--- config.mk ---
export PLATFORM = sky130hd
export DESIGN_NAME = btn_event_unit
export DESIGN_NICKNAME = d
export VERILOG_FILES = /design/src/rtl/btn_event_unit.sv
export SDC_FILE = /design/constraint.sdc
export NUM_CORES = 1
export LEC_CHECK = 0
export BUFFER_PORTS_ARGS = -buffer_cell sky130_fd_sc_hd__buf_2
export CORE_UTILIZATION = 57
export CTS_CLUSTER_DIAMETER = 60
export DETAILED_ROUTE_END_ITERATION = 6
export PLACE_DENSITY = 0.75
export SETUP_SLACK_MARGIN = 0.02
export SYNTH_ARGS = -nofsm -noshare
export SYNTH_HDL_FRONTEND = slang
export SYNTH_SLANG_ARGS = --single-unit
--- constraint.sdc ---
create_clock -name clk -period 7.8 [get_ports clk]
set_input_delay 1.56 -clock clk [delete_from_list [all_inputs] [get_ports clk]]
set_output_delay 1.56 -clock clk [all_outputs]
set_load 0.01 [all_outputs]
--- src/rtl/btn_event_unit.sv ---
// btn_event_unit: synchronise, debounce and classify N_BTN buttons into per-channel pulses and one event stream
//
// Ports:
//   clk, rst            system clock; asynchronous active-high reset
//   btn_i               raw asynchronous button pins (BTN_ACTIVE_LOW selects pin polarity)
//   btn_level_o         debounced level per channel, 1 = pressed
//   press_o             one-cycle pulse per accepted press
//   release_o           one-cycle pulse per accepted release
//   long_o              one-cycle pulse when a hold reaches LONG_CYCLES
//   event_valid_o       merged event stream valid
//   event_id_o          channel index of the presented event
//   event_kind_o        00 press, 01 release, 10 long, 11 repeat
//   event_ready_i       consumer accepts the presented event
//   overflow_o          sticky flag: an event was dropped
//   clr_ovf_i           clears overflow_o (a same-cycle drop wins)
// Build option: define AUTOREPEAT_EN to emit kind-11 repeat events every REPEAT_CYCLES while in the long-press state.
module btn_event_unit #(
  parameter int N_BTN           = 4,
  parameter int DEBOUNCE_CYCLES = 50000,
  parameter int LONG_CYCLES     = 100000000,
  parameter int REPEAT_CYCLES   = 10000000,
  parameter bit BTN_ACTIVE_LOW  = 1'b1
) (
  input  logic             clk,
  input  logic             rst,
  input  logic [N_BTN-1:0] btn_i,
  output logic [N_BTN-1:0] btn_level_o,
  output logic [N_BTN-1:0] press_o,
  output logic [N_BTN-1:0] release_o,
  output logic [N_BTN-1:0] long_o,
  output logic             event_valid_o,
  output logic [2:0]       event_id_o,
  output logic [1:0]       event_kind_o,
  input  logic             event_ready_i,
  output logic             overflow_o,
  input  logic             clr_ovf_i
);
  localparam int DW = $clog2(DEBOUNCE_CYCLES) + 1;
  localparam int LW = $clog2(LONG_CYCLES) + 1;
  localparam logic [DW-1:0] DB_LAST = DW'(DEBOUNCE_CYCLES - 1);
  localparam logic [LW-1:0] LONG_LAST = LW'(LONG_CYCLES - 1);
  localparam logic [N_BTN-1:0] REL_PIN = {N_BTN{BTN_ACTIVE_LOW}};

  if (N_BTN < 1 || N_BTN > 8 || DEBOUNCE_CYCLES < 2 || LONG_CYCLES <= DEBOUNCE_CYCLES || REPEAT_CYCLES < 1) begin : g_bad_params
    $error("btn_event_unit: illegal parameter set");
  end

  typedef enum logic [1:0] {IDLE, HELD, LONG} state_t;

  logic [N_BTN-1:0] sync1_q, sync2_q;
  logic [N_BTN-1:0] level_q, level_d;
  logic [N_BTN-1:0] press_q, press_d, release_q, release_d, long_q, long_d;
  logic [N_BTN-1:0][DW-1:0] cnt_q, cnt_d;
  logic [N_BTN-1:0][LW-1:0] hold_q, hold_d;
  state_t state_q [N_BTN];
  state_t state_d [N_BTN];
  logic [N_BTN-1:0] pressed, tog, rep_evt, any_evt, sel_mask, dropped;
  logic valid_q, valid_d, ovf_q, ovf_d, loadable;
  logic [2:0] id_q, id_d, sel_id;
  logic [1:0] kind_q, kind_d, sel_kind;

`ifdef AUTOREPEAT_EN
  localparam int RW = $clog2(REPEAT_CYCLES) + 1;
  localparam logic [RW-1:0] REP_LAST = RW'(REPEAT_CYCLES - 1);
  logic [N_BTN-1:0] rep_q, rep_d;
  logic [N_BTN-1:0][RW-1:0] rcnt_q, rcnt_d;
  always_comb begin
    rep_d = '0;
    rcnt_d = rcnt_q;
    for (int i = 0; i < N_BTN; i++) begin
      // in LONG a toggle is the release, which cancels any repeat due that cycle
      rep_d[i] = state_q[i] == LONG && !tog[i] && rcnt_q[i] == REP_LAST;
      rcnt_d[i] = state_q[i] == LONG && !tog[i] && !rep_d[i] ? rcnt_q[i] + 1'b1 : '0;
    end
  end
  assign rep_evt = rep_q;
`else
  assign rep_evt = '0;
`endif

  always_comb begin
    pressed = sync2_q ^ REL_PIN;
    tog = '0;
    cnt_d = cnt_q;
    level_d = level_q;
    press_d = '0;
    release_d = '0;
    long_d = '0;
    state_d = state_q;
    hold_d = hold_q;
    for (int i = 0; i < N_BTN; i++) begin
      // level flips once the mismatch has held for DEBOUNCE_CYCLES consecutive cycles
      tog[i] = pressed[i] != level_q[i] && cnt_q[i] == DB_LAST;
      cnt_d[i] = pressed[i] != level_q[i] && !tog[i] ? cnt_q[i] + 1'b1 : '0;
      level_d[i] = level_q[i] ^ tog[i];
      // level is 0 exactly in IDLE, so a toggle there is a rise and elsewhere a fall
      if (state_q[i] == IDLE) begin
        if (tog[i]) begin
          press_d[i] = 1'b1;
          state_d[i] = HELD;
          hold_d[i] = '0;
        end
      end else if (tog[i]) begin
        release_d[i] = 1'b1;
        state_d[i] = IDLE;
      end else if (state_q[i] == HELD) begin
        if (hold_q[i] == LONG_LAST) begin
          long_d[i] = 1'b1;
          state_d[i] = LONG;
        end else hold_d[i] = hold_q[i] + 1'b1;
      end
    end
    // a channel carries at most one pulse per cycle; the lowest channel index wins the stream
    any_evt = press_q | release_q | long_q | rep_evt;
    sel_mask = any_evt & (~any_evt + 1'b1);
    sel_id = '0;
    sel_kind = '0;
    for (int i = N_BTN - 1; i >= 0; i--)
      if (any_evt[i]) begin
        sel_id = 3'(i);
        sel_kind = release_q[i] ? 2'b01 : long_q[i] ? 2'b10 : rep_evt[i] ? 2'b11 : 2'b00;
      end
    loadable = !valid_q || event_ready_i;
    dropped = loadable ? any_evt & ~sel_mask : any_evt;
    valid_d = loadable ? |any_evt : valid_q;
    id_d = loadable && |any_evt ? sel_id : id_q;
    kind_d = loadable && |any_evt ? sel_kind : kind_q;
    ovf_d = |dropped || (ovf_q && !clr_ovf_i);
  end

  always_ff @(posedge clk or posedge rst)
    if (rst) begin
      sync1_q <= REL_PIN;
      sync2_q <= REL_PIN;
      level_q <= '0;
      cnt_q <= '0;
      hold_q <= '0;
      press_q <= '0;
      release_q <= '0;
      long_q <= '0;
      for (int i = 0; i < N_BTN; i++) state_q[i] <= IDLE;
      valid_q <= 1'b0;
      id_q <= '0;
      kind_q <= '0;
      ovf_q <= 1'b0;
`ifdef AUTOREPEAT_EN
      rep_q <= '0;
      rcnt_q <= '0;
`endif
    end else begin
      sync1_q <= btn_i;
      sync2_q <= sync1_q;
      level_q <= level_d;
      cnt_q <= cnt_d;
      hold_q <= hold_d;
      press_q <= press_d;
      release_q <= release_d;
      long_q <= long_d;
      state_q <= state_d;
      valid_q <= valid_d;
      id_q <= id_d;
      kind_q <= kind_d;
      ovf_q <= ovf_d;
`ifdef AUTOREPEAT_EN
      rep_q <= rep_d;
      rcnt_q <= rcnt_d;
`endif
    end

  assign btn_level_o = level_q;
  assign press_o = press_q;
  assign release_o = release_q;
  assign long_o = long_q;
  assign event_valid_o = valid_q;
  assign event_id_o = id_q;
  assign event_kind_o = kind_q;
  assign overflow_o = ovf_q;
endmodule
==> results.sh, run 1 <==
export IMPL_htreeDepth=1
export IMPL_fp_row_count=51
export IMPL_synth_warnings=0
export IMPL_fin_util_pct=64.53
export IMPL_synth_top_area_share_pct=46.50
export IMPL_postPlaceCellArea_um2=11680
export IMPL_worst_clock_skew_ns=0.01059
export IMPL_hold_class="reg2reg"
export IMPL_wl_per_cell_um=15.64
export IMPL_cp_end_kind="flip-flop"
export IMPL_hold_buffers=0
export IMPL_dpl_worst_slack_ns=4.471
export IMPL_p_leak_uw=0.005814
export IMPL_hold_viol_final=0
export IMPL_power_ir_vdd_worst_mv=0.1754
export IMPL_yosys_area_top_type="dfrtp_1"
export IMPL_finalCritPeriodShare_pct=37.97
export IMPL_start_util_pct=58.07
export IMPL_viasPerCell=6.001
export IMPL_cts_buffers=25
export IMPL_postCtsResizedCells=0
export IMPL_grt_max_degree=162
export IMPL_grt_use_met3_pct=3.085
export IMPL_path_max_fanout=23
export IMPL_final_common_cell="dfrtp_1"
export IMPL_ys_flop_type="dfrtp_1"
export IMPL_rsz0062_at_grt="false"
export IMPL_max_slew_margin_rel_pct=19.14
export IMPL_io_pins=31
export IMPL_powerDensity_nw_per_um2=192.7
export IMPL_crit_required_ns=8.20
export IMPL_use_met2_pct=40.14
export IMPL_overflow=0
export IMPL_grt_antenna_before_repair=0
export IMPL_nets=1234
export IMPL_grt_util_met1_pct=33.93
export IMPL_avgSynthCellArea_um2=9.474
export IMPL_die_w_um=142.8
export IMPL_final_setup_tns_ns=0
export IMPL_cts_tree="yes"
export IMPL_gp_congestion=0.8516
export IMPL_area_growth_pct=11.13
export IMPL_design_area_um2=12560
export IMPL_min_delay_path_depth=0
export IMPL_synthCells=1193
export IMPL_most_common_layout_cells="dfrtp_1, nand2_1, nor2_1, nand3_1, mux2i_1"
export IMPL_grt_pass1_wl_mm=40.88
export IMPL_grt_usage_pct=24.20
export IMPL_finalSetupViolCount=0
export IMPL_rr_worst_depth=5
export IMPL_drv_slew=0
export IMPL_layout_drive_gt1_share_pct=8.981
export IMPL_fin_ws_ns=4.838
export IMPL_worst_setup_path_type="reg2reg"
export IMPL_ant_nets=0
export IMPL_max_cap_violations=0
export IMPL_clock_latency_ns=0.52
export IMPL_port_buffers=29
export IMPL_ys_seq_elements=218
export IMPL_max_freq_mhz=337.6
export IMPL_num_vias=9007
export IMPL_grt_busiest_layer="met2"
export IMPL_cts_root_buf="clkbuf_16"
export IMPL_post_cts_buffers=0
export IMPL_dr_pass1_iters=5
export IMPL_yosysSeqAreaShare_pct=48.36
export IMPL_min_period_ns=2.962
export IMPL_synth_edf_count=0
export IMPL_crit_path_start_kind="flip-flop"
export IMPL_synthTopCellsByArea="dfrtp_1, mux2i_1, nand2_1, nor2_1, nand3_1"
export IMPL_grt_pass1_vias=8555
export IMPL_dieArea_um2=20390
export IMPL_clock_path_buffers=3
export IMPL_hpwl_mm=15.29
export IMPL_wirelength_mm=23.48
export IMPL_synth_fp_nets=1209
export IMPL_status="finished clean"
export IMPL_clk_pin_slew_ns=0.06
export IMPL_antennaDiodeCount=0
export IMPL_synth_area_um2=11300
export IMPL_crit_arrival_ns=3.36
export IMPL_cts_sinks=218
export IMPL_ys_async_sr_fraction_pct=100.0
export IMPL_tightest_slew_ns=1.204
export IMPL_yosysUniqueCellTypes=72
export IMPL_coreArea_um2=19460
export IMPL_drt_iter0_drc=636
export IMPL_die_h_um=142.8
export IMPL_drc_errors=0
-- where the power goes --
| part | internal, µW | switching (µW) |
|---|---|---|
| Combinational | 7.72 | 32.8 |
| Sequential | 1140 | 6.35 |
| Clock | 774 | 459 |
| Total | 1920 | 498 |
-- final cells by class --
class	count	area, µm²
Clock buffer	33	715.7
Sequential cell	218	5465
Inverter	28	112.6
Fill cell	1563	6903
Multi-Input combinational cell	909	5573
Tap cell	265	331.6
Clock inverter	12	163.9
Timing Repair Buffer	36	197.7
-- logic make-up after synthesis --
group | share of synthesized area (%)
muxes | 6.299
other | 0.03318
AOI/OAI and AO/OA | 7.949
adders and majority gates | 0.9742
xor gates and xnor gates | 5.115
buffers and inverters | 2.336
DFF | 48.36
and+or+nand+nor | 28.94
-- path summary, 6_finish.rpt --
path,from,end,slack (ns)
min in group asynchronous,rst,cnt_q[55],1.31
setup / recovery,hold_q[47],hold_q[29],4.84
max in group asynchronous,rst,hold_q[18],5.07
hold reg to reg,sync1_q[3],sync2_q[3],0.35
setup reg to reg,hold_q[47],hold_q[29],4.84
hold / removal,sync1_q[3],sync2_q[3],0.35
-- flip-flops by register name, indices dropped and copies added, names as in the netlist --
signal / flops
btn_level_o: 4
state_q: 8
event_id_o: 2
event_valid_o: 1
overflow_o: 1
release_o: 4
cnt_q: 68
long_o: 4
press_o: 4
event_kind_o: 2
sync1_q: 4
sync2_q: 4
hold_q: 112
-- metal layers --
metal	share of wire (%)	vias up	routed length [µm]
met5	0	-	0
met4	2.1	0	494
met3	4.5	36	1048
met2	46	220	10850
met1	47	4354	11080
li1	-	4397	-
-- worst max-delay path, stage by stage, from the launching register on --
cell and delay [ns]:
dfrtp_1 0.42, or4b_2 0.68, nor3_1 0.15, nand4_1 0.80, and4_1 0.59, a31o_2 0.21
-- cell usage after synthesis, types with 7 or more instances --
library cell and number:
nand4_1 60, and3_1 48, o21ai_0 16, o311ai_0 7
clkbuf_1 29, nor3_1 32, xnor2_1 37, nor4_1 25
nand3_1 95, xor2_1 29, and2_1 10, a21oi_1 17
dfrtp_1 210, o211ai_1 16, nor2_1 132, and4_1 18
ha_1 8, or4_1 11, dfstp_2 8, inv_1 28
or3_1 10, nand2_1 155, mux2i_1 70, o31ai_1 11
-- metrics by stage --
| step | hold slack [ns] | power (µW) | std cells |
|---|---|---|---|
| finish | 0.3492 | 2420 | 1501 |
| global placement | 0.3459 | 1208 | 1456 |
| detailed placement | 0.3473 | 1209 | 1456 |
| CTS | 0.3556 | 2451 | 1501 |
| floorplan | 0.3452 | 1197 | 1193 |
| global route | 0.3562 | 2503 | 1501 |
Note: power is estimated with default switching activity, not from simulation.
==> run 2, diff against run 1 <==
- ABC_AREA: unset -> 1
- clock period: 7.8 -> 2.4 ns (I/O delays scaled with it)
==> run 2 against run 1 <==
Compared with the run above:
- highest routed layer unchanged
- critical endpoint is now hold_q[24]
- global-route usage is 1.5 points higher
- die area is 16% higher
- non-clock buffer count is 13 higher
- synthesized cell count is 59% higher
==> results.sh, run 2 <==
export IMPL_dr_pass1_iters=5
export IMPL_grt_pass1_wl_mm=51.32
export IMPL_worst_setup_path_type="reg2reg"
export IMPL_yosysSeqAreaShare_pct=41.52
export IMPL_cpPeakStageDelay_ns=0.60
export IMPL_yosysUniqueCellTypes=49
export IMPL_cts_tree="yes"
export IMPL_yosysMostFrequentCell="nand2_1"
export IMPL_io_pins=31
export IMPL_max_freq_mhz=474.6
export IMPL_coreArea_um2=22640
export IMPL_status="finished clean"
export IMPL_overflow=0
export IMPL_grt_usage_pct=25.67
export IMPL_start_util_pct=58.14
export IMPL_crit_arrival_ns=2.58
export IMPL_avgSynthCellArea_um2=6.935
export IMPL_htreeDepth=1
export IMPL_area_growth_pct=9.924
export IMPL_ys_seq_elements=218
export IMPL_post_cts_buffers=0
export IMPL_grt_antenna_before_repair=0
export IMPL_antennaDiodeCount=0
export IMPL_max_cap_violations=0
export IMPL_ys_async_sr_fraction_pct=100.0
export IMPL_synthCells=1898
export IMPL_cp_cell_sequence="ha_1 > nand2_2 > nor2_2 > nand2_2 > nor2_2 > nand2_1 > nand2_1 > nor2_2 > nand3_1 > nand2_1"
export IMPL_crit_required_ns=2.87
export IMPL_viasPerCell=5.300
export IMPL_synthTopCellsByArea="dfrtp_1, nand2_1, nor2_1, nand3_1, inv_1"
export IMPL_clock_latency_ns=0.54
export IMPL_clk_pin_slew_ns=0.06
export IMPL_powerDensity_nw_per_um2=550.0
export IMPL_drc_errors=0
export IMPL_register_area_um2=5465
export IMPL_synth_warnings=0
export IMPL_port_buffers=29
export IMPL_top_register="hold_q"
export IMPL_p_leak_uw=0.006815
export IMPL_drv_slew=0
export IMPL_grt_max_degree=91
export IMPL_clock_path_buffers=3
export IMPL_dieArea_um2=23700
export IMPL_nFillCells=2035
export IMPL_cts_sinks=218
export IMPL_rr_startpoint="hold_q[0]"
export IMPL_tightest_slew_ns=0.7806
export IMPL_path_max_fanout=18
export IMPL_max_slew_margin_rel_pct=47.56
export IMPL_cp_end_kind="flip-flop"
export IMPL_wirelength_mm=29.34
export IMPL_final_common_cell="nand2_1"
export IMPL_num_vias=11870
export IMPL_most_common_layout_cells="nand2_1, nor2_1, dfrtp_1, inv_1, nand3_1"
export IMPL_cpMaxStageDelayCell="nor2_2"
export IMPL_nets=1951
export IMPL_yosys_top_cells_count="nand2_1, nor2_1, dfrtp_1, inv_1, nand3_1"
export IMPL_finalSetupViolCount=0
export IMPL_synth_top_area_share_pct=39.92
export IMPL_ff2ff_setup_slack_ns=0.29
export IMPL_worst_clock_skew_ns=0.02484
export IMPL_grt_pass1_vias=11090
export IMPL_ys_flop_type="dfrtp_1"
export IMPL_drt_iter0_drc=769
export IMPL_ant_nets=0
export IMPL_largest_register_ffs=112
export IMPL_postCtsResizedCells=0
export IMPL_hold_class="in2reg"
export IMPL_fin_cells=2240
export IMPL_rsz0062_at_grt="false"
export IMPL_hold_buffers=0
export IMPL_die_w_um=154.0
export IMPL_min_delay_path_depth=1
export IMPL_hold_viol_final=0
export IMPL_whs_ns=0.03573
export IMPL_synth_area_um2=13160
export IMPL_hpwl_mm=21.03
export IMPL_cts_root_buf="clkbuf_16"
export IMPL_synth_edf_count=0
export IMPL_cp_startpoint="hold_q[0]"
export IMPL_synth_fp_nets=1914
export IMPL_worst_path_stages=10
export IMPL_yosys_area_top_type="dfrtp_1"
export IMPL_cp_num_buf_inv=0
export IMPL_final_setup_tns_ns=0
export IMPL_die_h_um=154.0
export IMPL_fp_row_count=55
export IMPL_wl_per_cell_um=13.10
export IMPL_rr_worst_depth=10
export IMPL_multi_input_area_um2=6660
export IMPL_min_period_ns=2.107
export IMPL_reg_top3="hold_q: 112 flops, cnt_q: 68 flops, state_q: 8 flops"
export IMPL_power_ir_vdd_worst_mv=0.5819
export IMPL_crit_family="simple AND/OR/NAND/NOR gates"
export IMPL_timing_rr_end="hold_q[24]"
export IMPL_crit_path_end="hold_q[24]"
export IMPL_gp_congestion=0.9309
export IMPL_dp_cells=2192
export IMPL_crit_path_start_kind="flip-flop"
export IMPL_cts_buffers=26
export IMPL_finalPower_uw=7957
export IMPL_finalCritPeriodShare_pct=87.80
export IMPL_layout_drive_gt1_share_pct=7.673
[run 2: area by class of cell]
cell class | count | share of cell area (%)
Multi-Input combinational cell | 1445 | 46.03
Inverter | 195 | 5.093
Tap cell | 285 | 2.465
Clock inverter | 11 | 1.072
Timing Repair Buffer | 49 | 2.300
Sequential cell | 218 | 37.77
Clock buffer | 37 | 5.266
[run 2: through the flow]
step                      util [%]  setup WS [ns]  cell area, µm²
after floorplan                  -        -0.9136           13170
final                        63.91         0.2928           14470
after detailed placement     59.86         0.2881           13550
after global placement       59.86         0.3570           13550
after CTS                    63.91         0.2769           14470
after global routing         63.91        0.03012           14470
[run 2: kinds of logic (layout without fill, tap and decap cells)]
group                      Yosys count  in the layout  synth area share [%]
and+or+nand+nor                   1282           1282                 41.74
xor gates and xnor gates            64             64                 4.258
buffers and inverters              235            292                 7.880
AOI/OAI and AO/OA                   89             89                 3.736
muxes                                1              1               0.07605
other                                1              1               0.02849
DFF                                218            218                 41.52
adders and majority gates            8              8                0.7605
[run 2: worst min-delay path by stage]
stage	endpoint	start
4_1_cts	sync1_q[3]	btn_i[3]
3_5_place_dp	sync2_q[2]	sync1_q[2]
6_report	sync1_q[3]	btn_i[3]
5_1_grt	sync1_q[3]	btn_i[3]
3_3_place_gp	sync2_q[1]	sync1_q[1]
2_1_floorplan	sync2_q[0]	sync1_q[0]
[run 2: metal layers]
metal / routed length [µm] / vias up / GRT usage, %
li1: - / 6056 / -
met2: 13770 / 240 / 42.77
met3: 1208 / 44 / 3.269
met5: 0 / - / 0
met4: 608 / 0 / 6.762
met1: 13750 / 5533 / 35.38
[run 2: power by group]
group	switching, µW	internal [µW]	total [µW]	leakage (µW)
logic	116	39.6	156	0.00336
clock network	1540	2540	4080	0.000449
registers	15.4	3710	3720	0.00301
